===== src/rtl/adaptive_speed_pkg.sv =====
// Shared definitions for the adaptive speed controller: state codes and
// the decode of a state into its drive commands.
package adaptive_speed_pkg;

    typedef enum logic [2:0] {
        ST_STOP       = 3'd0,
        ST_ACCELERATE = 3'd1,
        ST_CRUISE     = 3'd2,
        ST_DECELERATE = 3'd3,
        ST_EMERGENCY  = 3'd4
    } state_t;

    typedef struct packed {
        logic accelerate;
        logic brake;
        logic emergency;
    } drive_t;

    localparam drive_t DRIVE_IDLE  = '{accelerate: 1'b0, brake: 1'b0, emergency: 1'b0};
    localparam drive_t DRIVE_ACCEL = '{accelerate: 1'b1, brake: 1'b0, emergency: 1'b0};
    localparam drive_t DRIVE_BRAKE = '{accelerate: 1'b0, brake: 1'b1, emergency: 1'b0};
    localparam drive_t DRIVE_EMERG = '{accelerate: 1'b0, brake: 1'b1, emergency: 1'b1};

    function automatic drive_t decode_drive(input state_t s);
        drive_t d;
        case (s)
            ST_ACCELERATE: d = DRIVE_ACCEL;
            ST_DECELERATE: d = DRIVE_BRAKE;
            ST_EMERGENCY:  d = DRIVE_EMERG;
            default:       d = DRIVE_IDLE;
        endcase
        return d;
    endfunction

endpackage


===== src/rtl/adaptive_speed_ctrl_stop_hold_counter.sv =====
// Counts consecutive zero-speed cycles spent in STOP, saturating at
// STOP_HOLD_CYCLES; any other cycle clears it.
module stop_hold_counter #(
    parameter int unsigned STOP_HOLD_CYCLES = 4
) (
    input  logic clk,
    input  logic rst,
    input  logic count_en,
    output logic full
);

    localparam int unsigned CNT_W = $clog2(STOP_HOLD_CYCLES + 1);
    localparam logic [CNT_W-1:0] CNT_MAX = CNT_W'(STOP_HOLD_CYCLES);

    logic [CNT_W-1:0] hold_cnt;

    // Saturating up-count while enabled, clear otherwise.
    always_ff @(posedge clk or posedge rst) begin
        if (rst) begin
            hold_cnt <= '0;
        end else if (!count_en) begin
            hold_cnt <= '0;
        end else if (hold_cnt != CNT_MAX) begin
            hold_cnt <= hold_cnt + 1'b1;
        end
    end

    assign full = (hold_cnt == CNT_MAX);

endmodule


===== src/rtl/adaptive_speed_ctrl.sv =====
// Adaptive cruise speed controller: five-state FSM choosing between
// accelerate, cruise, decelerate and emergency braking, with a door
// unlock after the car has been stationary in STOP for a hold period.
module adaptive_speed_ctrl
    import adaptive_speed_pkg::*;
#(
    parameter int unsigned SPEED_W          = 8,
    parameter int unsigned DIST_W           = 7,
    parameter int unsigned MIN_DISTANCE     = 40,
    parameter int unsigned BRAKE_DISTANCE   = 10,
    parameter int unsigned HYST             = 2,
    parameter int unsigned STOP_HOLD_CYCLES = 4
) (
    input  logic               clk,
    input  logic               rst,
    input  logic               enable,
    input  logic [SPEED_W-1:0] speed_limit,
    input  logic [SPEED_W-1:0] car_speed,
    input  logic [DIST_W-1:0]  leading_distance,
    output logic               unlock_doors,
    output logic               accelerate_car,
    output logic               brake_car,
    output logic               emergency_brake,
    output logic [2:0]         state
);

    localparam logic [DIST_W-1:0]  MIN_D  = DIST_W'(MIN_DISTANCE);
    localparam logic [DIST_W-1:0]  BRK_D  = DIST_W'(BRAKE_DISTANCE);
    localparam logic [SPEED_W-1:0] HYST_V = SPEED_W'(HYST);

    state_t             cs;
    state_t             ns;
    logic [SPEED_W-1:0] lo;
    logic               danger;
    logic               too_close;
    logic               over_limit;
    logic               stopped;
    logic               below_band;
    logic               in_band;
    logic               slow_down;
    logic               hold_en;
    logic               hold_full;
    drive_t             drv;

    // Band floor saturates at zero instead of wrapping for small limits.
    always_comb begin
        lo = '0;
        if (speed_limit >= HYST_V) begin
            lo = speed_limit - HYST_V;
        end
    end

    assign danger     = (leading_distance < BRK_D);
    assign too_close  = (leading_distance < MIN_D);
    assign over_limit = (car_speed > speed_limit);
    assign stopped    = (car_speed == '0);
    assign below_band = (car_speed < lo);
    assign in_band    = !below_band && !over_limit;
    assign slow_down  = !enable || too_close || over_limit;

    // State register.
    always_ff @(posedge clk or posedge rst) begin
        if (rst) begin
            cs <= ST_STOP;
        end else begin
            cs <= ns;
        end
    end

    // Next-state selection; EMERGENCY is left only once the car is stationary.
    always_comb begin
        ns = cs;
        case (cs)
            ST_STOP: begin
                if (enable && !too_close) ns = ST_ACCELERATE;
            end
            ST_ACCELERATE, ST_CRUISE, ST_DECELERATE: begin
                if (danger) begin
                    ns = ST_EMERGENCY;
                end else if (slow_down) begin
                    ns = (cs == ST_DECELERATE && stopped) ? ST_STOP : ST_DECELERATE;
                end else begin
                    case (cs)
                        ST_ACCELERATE: if (in_band) ns = ST_CRUISE;
                        ST_CRUISE:     if (below_band) ns = ST_ACCELERATE;
                        default: begin
                            if (stopped)         ns = ST_STOP;
                            else if (below_band) ns = ST_ACCELERATE;
                            else if (in_band)    ns = ST_CRUISE;
                        end
                    endcase
                end
            end
            ST_EMERGENCY: begin
                if (stopped) ns = ST_STOP;
            end
            default: ns = ST_STOP;
        endcase
    end

    assign hold_en = (cs == ST_STOP) && stopped;

    stop_hold_counter #(
        .STOP_HOLD_CYCLES(STOP_HOLD_CYCLES)
    ) u_hold (
        .clk     (clk),
        .rst     (rst),
        .count_en(hold_en),
        .full    (hold_full)
    );

    assign drv             = decode_drive(cs);
    assign accelerate_car  = drv.accelerate;
    assign brake_car       = drv.brake;
    assign emergency_brake = drv.emergency;
    assign unlock_doors    = (cs == ST_STOP) && hold_full;
    assign state           = cs;

endmodule


===== config.mk =====
export PLATFORM = sky130hd
export DESIGN_NAME = adaptive_speed_ctrl
export DESIGN_NICKNAME = d
export VERILOG_FILES = /design/src/rtl/adaptive_speed_pkg.sv /design/src/rtl/adaptive_speed_ctrl_stop_hold_counter.sv /design/src/rtl/adaptive_speed_ctrl.sv
export SDC_FILE = /design/constraint.sdc
export NUM_CORES = 1
export LEC_CHECK = 0
export CORE_MARGIN = 5
export CORE_UTILIZATION = 40
export DETAILED_ROUTE_END_ITERATION = 8
export GPL_ROUTABILITY_DRIVEN = 0
export PLACE_DENSITY = 0.79
export SLEW_MARGIN = 20
export SYNTH_ARGS = -nofsm -noshare
export SYNTH_HDL_FRONTEND = slang
export SYNTH_SLANG_ARGS = --single-unit

===== constraint.sdc =====
create_clock -name clk -period 1.45 [get_ports clk]
set_clock_uncertainty 0.2 [all_clocks]
set_input_delay 0.3625 -clock clk [delete_from_list [all_inputs] [get_ports clk]]
set_output_delay 0.3625 -clock clk [all_outputs]
set_load 0.02 [all_outputs]

# ---- Yosys cells after proc, flatten, opt, wreduce, memory -nomap -nowiden
# Index checks and enable logic that the tools add are counted.
dict set report op_classes {
  n_addsub 2
  eq_ne 10
  n_reduce_logical 15
  order_cmp 5
  mux 15
}
# op n
set ops {}
lappend ops {{$mux 3} 10}
lappend ops {{$pmux 3 s3} 2}
lappend ops {{$ge 8x2->1 const B} 1}
lappend ops {{$gt 8x8->1} 1}
lappend ops {{$logic_not 8->1} 1}
lappend ops {{$lt 8x8->1} 1}
lappend ops {{$mux 8} 1}
lappend ops {{$sub 8x2->8 const B} 1}
lappend ops {{$lt 7x4->1 const B} 1}
lappend ops {{$lt 7x6->1 const B} 1}
lappend ops {{$eq 3x2->1 const B} 2}
lappend ops {{$eq 3x3->1 const B} 2}
lappend ops {{$ne 2x2->1 const B} 3}
lappend ops {{$pmux 3 s2} 1}
lappend ops {{$logic_and 1x1->1} 5}
lappend ops {{$ne 5x5->1 const B} 1}
lappend ops {{$logic_not 1->1} 4}
lappend ops {{$add 3x1->3 const B} 1}
lappend ops {{$eq 3x1->1 const B} 1}
lappend ops {{$logic_not 3->1} 1}
lappend ops {{$ne 3x3->1 const B} 1}
lappend ops {{$reduce_and 3->1} 1}
lappend ops {{$reduce_or 3->1} 1}
lappend ops {{$logic_or 1x1->1} 2}
lappend ops {{$mux 2} 1}
dict set report word_totals {
  word_cells 49
  input_bits 26
  reg_bits 6
}

# ---- Depth between registers and ports, before layout
dict set report logic_depth {
  ltp_word 12
  mapped_depth 11
  depth_no_buf 11
}

# ---- Hierarchy
# A second synthesis with hierarchy kept.
dict set report hier_totals {
  hier_cells 123
  area_unflattened_um2 970.9
}
# module area_per_inst_um2 n_inst cells_each
set modules_own_cells {}
lappend modules_own_cells {adaptive_speed_ctrl 795.8 1 105}
lappend modules_own_cells {stop_hold_counter 175.2 1 18}

# ---- Least setup slack after synthesis
# Ideal clock, no wire load.
dict set report synth_timing {
  path_type {in2reg}
  startpoint {input speed_limit[1]}
  endpoint {register cs[0] (netlist: state[0])}
  cell_stages 11
  path_slack_ns -1.000
  required_time_ns 1.173
  setup_time_ns 0.077
  path_buffers 0
  t_arrival_ns 2.173
  path_cell_list {inv_1 > ha_1 > nand3_1 > nor3_1 > mux2_2 > ha_1 > nand4_1 > a21oi_1 > a221oi_2 > nor3_2 > a21oi_1}
}
dict set report synth_via {
  elab_chain_cells 12
  word_cells_on_any_way 18
  classes_between {add/sub (1); order compare (3); eq/ne (1); mux (8); reduce/logical (5)}
}
# element line
set synth_rtl {}
lappend synth_rtl {{start: declaration} adaptive_speed_ctrl.sv:17} ;# input logic [SPEED_W-1:0] speed_limit,
lappend synth_rtl {{$sub 8x2->8 / $ge 8x2->1 (equally long branches)} {adaptive_speed_ctrl.sv:49, adaptive_speed_ctrl.sv:48}}
lappend synth_rtl {{$mux 8} adaptive_speed_ctrl.sv:48} ;# if (speed_limit >= HYST_V) begin
lappend synth_rtl {{$lt 8x8->1} adaptive_speed_ctrl.sv:57} ;# assign below_band = (car_speed < lo);
lappend synth_rtl {{$logic_not 1->1} adaptive_speed_ctrl.sv:58} ;# assign in_band = !below_band && !over_limit;
lappend synth_rtl {{$logic_and 1x1->1} adaptive_speed_ctrl.sv:58}
lappend synth_rtl {{$mux 3} -}
lappend synth_rtl {{$mux 3} adaptive_speed_ctrl.sv:88} ;# else if (below_band) ns = ST_ACCELERATE;
lappend synth_rtl {{$mux 3} adaptive_speed_ctrl.sv:87} ;# if (stopped) ns = ST_STOP;
lappend synth_rtl {{$pmux 3 s2} adaptive_speed_ctrl.sv:83} ;# case (cs)
lappend synth_rtl {{$mux 3} adaptive_speed_ctrl.sv:80} ;# end else if (slow_down) begin
lappend synth_rtl {{$mux 3} adaptive_speed_ctrl.sv:78} ;# if (danger) begin
lappend synth_rtl {{$pmux 3 s3} adaptive_speed_ctrl.sv:73} ;# case (cs)
lappend synth_rtl {{end signal: assignment} adaptive_speed_ctrl.sv:66} ;# cs <= ns;
lappend synth_rtl {{end: declaration} adaptive_speed_ctrl.sv:31} ;# state_t cs;
# Parallel ways exist; a longest one is shown, timed or not.
# A chain may end at the register's enable or synchronous reset.

# ---- Worst setup path after layout
dict set report layout_timing {
  startpoint {input speed_limit[2]}
  endpoint {register cs[0] (netlist: state[0])}
}
# The elaborated chain is that of the path after synthesis.

==> results.sh <==
export IMPL_ioPinCount=33
export IMPL_grt_pass1_vias=1232
export IMPL_die_area_mm2=0.00325
export IMPL_num_antenna_cells=0
export IMPL_slew_headroom_pct=79.5
export IMPL_vias=1147
export IMPL_synth_cell_types=33
export IMPL_crit_arrival_ns=2.26
export IMPL_synthCells=117
export IMPL_finalMaxSlewViolations=0
export IMPL_final_hold_viol_count=0
export IMPL_drv_cap=0
export IMPL_cts_max_path_buffers=2
export IMPL_core_area_mm2=0.00217
export IMPL_io_buffers=31
export IMPL_switching_share_pct=37.6
export IMPL_period_minus_slack_ns=2.34
export IMPL_clock_sinks=6
export IMPL_fin_ws_ns=-0.891
export IMPL_grt_pass1_wl_mm=5.22
export IMPL_placementRows=17
export IMPL_grt_util_all_layers_pct=19.8
export IMPL_crit_start="speed_limit[2]"
export IMPL_ys_ff_latch=6
export IMPL_setup_violations=13
export IMPL_grt_max_degree=7
export IMPL_design_area_mm2=0.00175
export IMPL_whs_ns=0.143
export IMPL_cp_required_ns=1.37
export IMPL_cts_root_buf="clkbuf_4"
export IMPL_cp_max_fo=2
export IMPL_syn_num_nets=161
export IMPL_grt_antenna_before_repair=0
export IMPL_drt_wl_total_mm=3.09
export IMPL_drive_above_1_share_pct=47.9
export IMPL_status="finished with violations"
export IMPL_rsz0062_at_grt="yes"
export IMPL_cts_tree="yes"
export IMPL_antenna_left=0
export IMPL_nets=236
export IMPL_worst_skew_pair_late_latency_ns=0.24
export IMPL_max_freq_mhz=427
export IMPL_power_mw=0.930
export IMPL_cts_reportedPaths_clkPinSlew_ns=0.05
export IMPL_fin_crit_sh_pct=161
export IMPL_intPower_mw=0.580
export IMPL_synthArstFlopShare_pct=100
export IMPL_hp_class="input pin to asynchronous set/reset pin"
export IMPL_yosys_warnings=0
export IMPL_first_pass_iters=5
export IMPL_endpoint_kind="flop"
export IMPL_drc=0
export IMPL_start_util_pct=40.8
export IMPL_syn_cell_area_um2=885
export IMPL_ys_flop_type="dfrtp_1"
export IMPL_seq_area_frac_synth_pct=17.0
export IMPL_p_comb_share_pct=60.8
export IMPL_regToRegStartpoint="state[0]"
export IMPL_placed_area_mm2=0.00162
export IMPL_regToRegSetupSlack_ns=-0.02
export IMPL_die_y_um=57.0
export IMPL_failed_checks="negative setup slack"
export IMPL_tightestPinTransition_ns=0.305
export IMPL_switchingPower_mw=0.350
export IMPL_timing_rr_end="state[0]"
export IMPL_wl_per_cell_um=14.2
export IMPL_worstRegToRegCells=5
export IMPL_drt_iter0_markers=14
export IMPL_p_leak_nw=0.859
export IMPL_dp_slack_ns=-1.49
export IMPL_dp_hpwl_mm=2.37
export IMPL_ir_worst_vdd_uv=345
export IMPL_viasPerCell=5.26
export IMPL_critPathLaunchType="input pin"
export IMPL_area_growth_pct=98.0
export IMPL_synth_edf_count=0
export IMPL_grt_overflow_total=0
export IMPL_clkPwrFrac_pct=15.9
export IMPL_critical_path_class="input pin to flop"
export IMPL_pwr_share_seq_pct=23.3
export IMPL_powerDensity_mw_per_mm2=531
export IMPL_cts_hold_buf=0
export IMPL_syn_avg_cell_area_um2=7.56
export IMPL_die_x_um=57.0
export IMPL_htree_levels=1
export IMPL_cts_buffers=3
==> repair_timing <==
| action | 4_1_cts | 5_1_grt |
|---|---|---|
| buffers inserted | 2 | 0 |
| pin swaps | 20 | 18 |
| resized for setup | 79 | 17 |
| endpoints found under the setup margin | 13 | 13 |
==> layout make-up <==
type	instances	area, um2
multi-input cells	95	885
repair buffers	71	603
fillers	140	418
flip-flops and latches	6	150
inverters	15	56.3
well taps	28	35.0
clock buffers	3	22.5
==> power by group through the flow <==
stage | Combinational [mW] | Sequential (mW) | Clock, mW
finish | 0.566 | 0.216 | 0.148
global route | 0.621 | 0.219 | 0.163
CTS | 0.543 | 0.215 | 0.148
detailed placement | 0.534 | 0.218 | 0
global placement | 0.515 | 0.218 | 0
floorplan | 0.240 | 0.229 | 0
==> sequential cells by signal, summed over array words and instances, names as in the netlist <==
signal and flops:
state 3, u_hold.hold_cnt 3
==> layout by cell type, fill, tap and decap left out, types with 2 or more instances in the layout <==
| master | Yosys | final |
|---|---|---|
| nor3_1 | 5 | 2 |
| ha_1 | 18 | 12 |
| nor2_1 | 5 | 4 |
| dlygate4sd2_1 | 0 | 4 |
| nand4_1 | 3 | 3 |
| o211ai_1 | 2 | 2 |
| nor2_4 | 0 | 2 |
| ha_4 | 0 | 5 |
| inv_1 | 15 | 11 |
| xnor2_1 | 2 | 2 |
| nand2_1 | 15 | 12 |
| dfrtp_1 | 6 | 6 |
| nand3_1 | 5 | 4 |
| buf_4 | 0 | 38 |
| inv_2 | 0 | 4 |
| clkbuf_4 | 0 | 3 |
| or4_4 | 1 | 3 |
| clkdlybuf4s50_1 | 0 | 7 |
| buf_6 | 0 | 7 |
| a21oi_2 | 0 | 3 |
| o21ai_1 | 1 | 4 |
| o21ai_0 | 6 | 2 |
| dlymetal6s2s_1 | 0 | 5 |
| a21oi_1 | 10 | 7 |
| nand2_4 | 0 | 2 |
| buf_2 | 0 | 6 |
| nor3_2 | 1 | 4 |
==> layer usage <==
| metal | part of all wire [%] | GRT usage, % |
|---|---|---|
| met3 | 4.8 | 3.85 |
| met2 | 56 | 40.3 |
| met1 | 37 | 19.2 |
| met4 | 2.6 | 7.28 |
| met5 | 0 | 0 |
==> cells in the mapped netlist (all sizes together) (2+ instances only) <==
master,n,area (um2)
ha,18,225
inv,15,56.3
nand2,15,56.3
a21oi,10,50.1
o21ai,7,35.0
dfrtp,6,150
nor2,6,25.0
nor3,6,35.0
nand3,5,25.0
nand4,3,18.8
or4,3,26.3
a221oi,2,23.8
nand2b,2,12.5
nor4b,2,17.5
o211ai,2,15.0
o22ai,2,12.5
xnor2,2,17.5
==> worst max path at each step <==
stage | endpoint | slack, ns | depth (start not counted)
floorplan | state[0] | -0.91 | 8
global placement | state[1] | -1.45 | 9
detailed placement | state[0] | -1.49 | 10
CTS | state[0] | -0.91 | 10
global route | state[0] | -1.00 | 12
finish | state[0] | -0.89 | 12
==> per-stage QoR <==
step                TNS, ns  util [%]  instances
finish                -5.43      80.7        218
floorplan             -2.58         -        117
global placement      -8.59      74.5        213
CTS                   -5.56      78.4        218
detailed placement    -8.85      74.5        213
global route          -6.17      80.7        218
==> kinds of logic (layout without fill, tap and decap cells) <==
kind of cell             after synthesis  after routing  synth area share [%]
XOR/XNOR                               3              3                  2.97
AO/OA/AOI/OAI                         28             28                  19.8
flip-flops                             6              6                  17.0
multiplexers                           1              1                  1.27
buffers and inverters                 16             89                  6.79
adder cells (fa/ha/maj)               18             18                  25.5
AND/OR/NAND/NOR                       45             45                  26.7
==> critical path, cell delays in order <==
cell	delay (ns)
buf_2	0.10
inv_1	0.11
ha_4	0.16
nand3_2	0.09
nor3_2	0.23
mux2_4	0.34
ha_4	0.27
nand4_1	0.12
a21oi_2	0.18
a221oi_4	0.10
nor3_2	0.13
a21oi_1	0.08
(Power assumes the default switching activity.)
==> variant, RTL diff (same flow settings) <==
The parameter `BRAKE_DISTANCE` goes from 10 to 5.
--- a/src/rtl/adaptive_speed_ctrl.sv
+++ b/src/rtl/adaptive_speed_ctrl.sv
@@ -9,3 +9,3 @@
     parameter int unsigned MIN_DISTANCE     = 40,
-    parameter int unsigned BRAKE_DISTANCE   = 10,
+    parameter int unsigned BRAKE_DISTANCE   = 5,
     parameter int unsigned HYST             = 2,
Check against the original RTL: not equivalent (a bounded check fails within 4 cycles, from zero or initial values and one cycle with rst high).
==> variant against the original RTL <==
  * The flow still finishes with violations (setup timing)
  * Fmax down 8.8%
  * Wire length rose by 4.4%
  * Count of clock-buffer cells in the layout increased by 1
  * Design area shrank 3.4%
  * Power decreased by 2.5%
  * Via count grew 1.7%
  * Sequential share of layout area rose by 0.45 points
  * Setup slack worse by 230 ps
  * Synthesized area decreased by 1.6%
  * Sequential power down 4%
  * Sequential cell count did not move
  * Die area is 1.3% lower
  * Largest cell class unchanged
==> variant: results (changes against the original RTL) <==
* Number of global-route vias before repair at 1247 (+1.2%)
* Area contributors post-synth: ha_1, dfrtp_1, inv_1
* Most common library cells after synthesis: ha_1, inv_1, nand2_1, nor2_1
* Global routing usage on met2 at 39.1% (-1.2 points)
* Yosys cell types at 30 (-9.1%)
* Pre-CTS setup slack at -1650 ps (-156 ps)
* Internal at 583 uW (+0.65%)
* Crit path max fanout at 3 (+1)
* # nets final at 232 (-1.7%)
* Final worst slack at -1120 ps (-227 ps)
* Crit-path slowest cell: or4_4
* Status: finished, violations left
* Violated checks: setup timing
* Total negative slack at -5820 ps (-395 ps)
* Final-report setup violation count at 12 (-1)
* DP Area at 1490 um2 (-7.7%)
* Post-detail-place hpwl at 2.32 mm (-2.1%)
* Top delay family on crit path: compound AO/OA/AOI/OAI gates
* Pre-antenna DRT Iters at 4 (-1)
* Global Route met1 Usage at 19.6% (+0.41 points)
* M3 GR Usage at 4.59% (+0.74 points)
* Part of the Yosys area used for sequential elements at 17.2% (+0.27 points)
* Gr usage total at 20.0% (+0.20 points)
* Net Count, Synth at 156 (-3.1%)
* Worst EP arrival at 2530 ps (+270 ps)
* Layout cells sized above 1 at 47.6% (-0.30 points)
* Global-route wire length before repair at 5.17 mm (-0.92%)
* Leakage power figure at 0.000783 uW (-8.9%)
[variant: worst max path at each step]
stage               cells past startpoint       end  slack (ps)
global placement                       11  state[0]       -1580
CTS                                    10  state[0]       -1100
detailed placement                     10  state[0]       -1650
floorplan                               9  state[0]       -1110
finish                                 11  state[0]       -1120
global route                           11  state[0]       -1220
[variant: repair_timing]
action	in CTS	in global routing
endpoints found under the setup margin	13	13
hold buffers	0	0
gates resized for setup	98	13
pin swaps	14	10
buffers inserted	9	3
[variant: area by class of cell]
class | count | area [um2] | share of cell area [%]
clock buffer | 4 | 26.3 | 1.55
inverter | 13 | 48.8 | 2.88
multi-input combinational | 93 | 803 | 47.5
sequential | 6 | 153 | 9.02
tap | 27 | 33.8 | 2.00
timing repair buffer | 71 | 627 | 37.1
[variant: per-stage QoR]
step / instances / hold slack (ps)
2_1_floorplan: 112 / -46.7
3_3_place_gp: 200 / 389
3_5_place_dp: 200 / 403
4_1_cts: 213 / 143
5_1_grt: 214 / 156
6_report: 214 / 141
[variant: per-layer routing]
metal | share of wire [%] | wire length [um] | vias up
met5 | 0 | 0 | -
met4 | 2.2 | 70 | 0
met3 | 5.3 | 171 | 10
met2 | 55 | 1790 | 44
met1 | 37 | 1190 | 546
li1 | - | - | 567
[variant: kinds of logic after synthesis]
family	share of synthesized area [%]
and+or+nand+nor	26.6
muxes	2.30
buffers and inverters	5.60
xor gates and xnor gates	3.02
DFF	17.2
AOI/OAI and AO/OA	19.4
adders and majority gates	25.9
[variant: power groups by stage]
| stage | registers [uW] | logic, uW | clock network, uW |
|---|---|---|---|
| final | 207 | 535 | 164 |
| after global routing | 209 | 572 | 180 |
| after CTS | 199 | 488 | 170 |
| after detailed placement | 198 | 441 | 0 |
| after global placement | 197 | 421 | 0 |
| after floorplan | 215 | 174 | 0 |
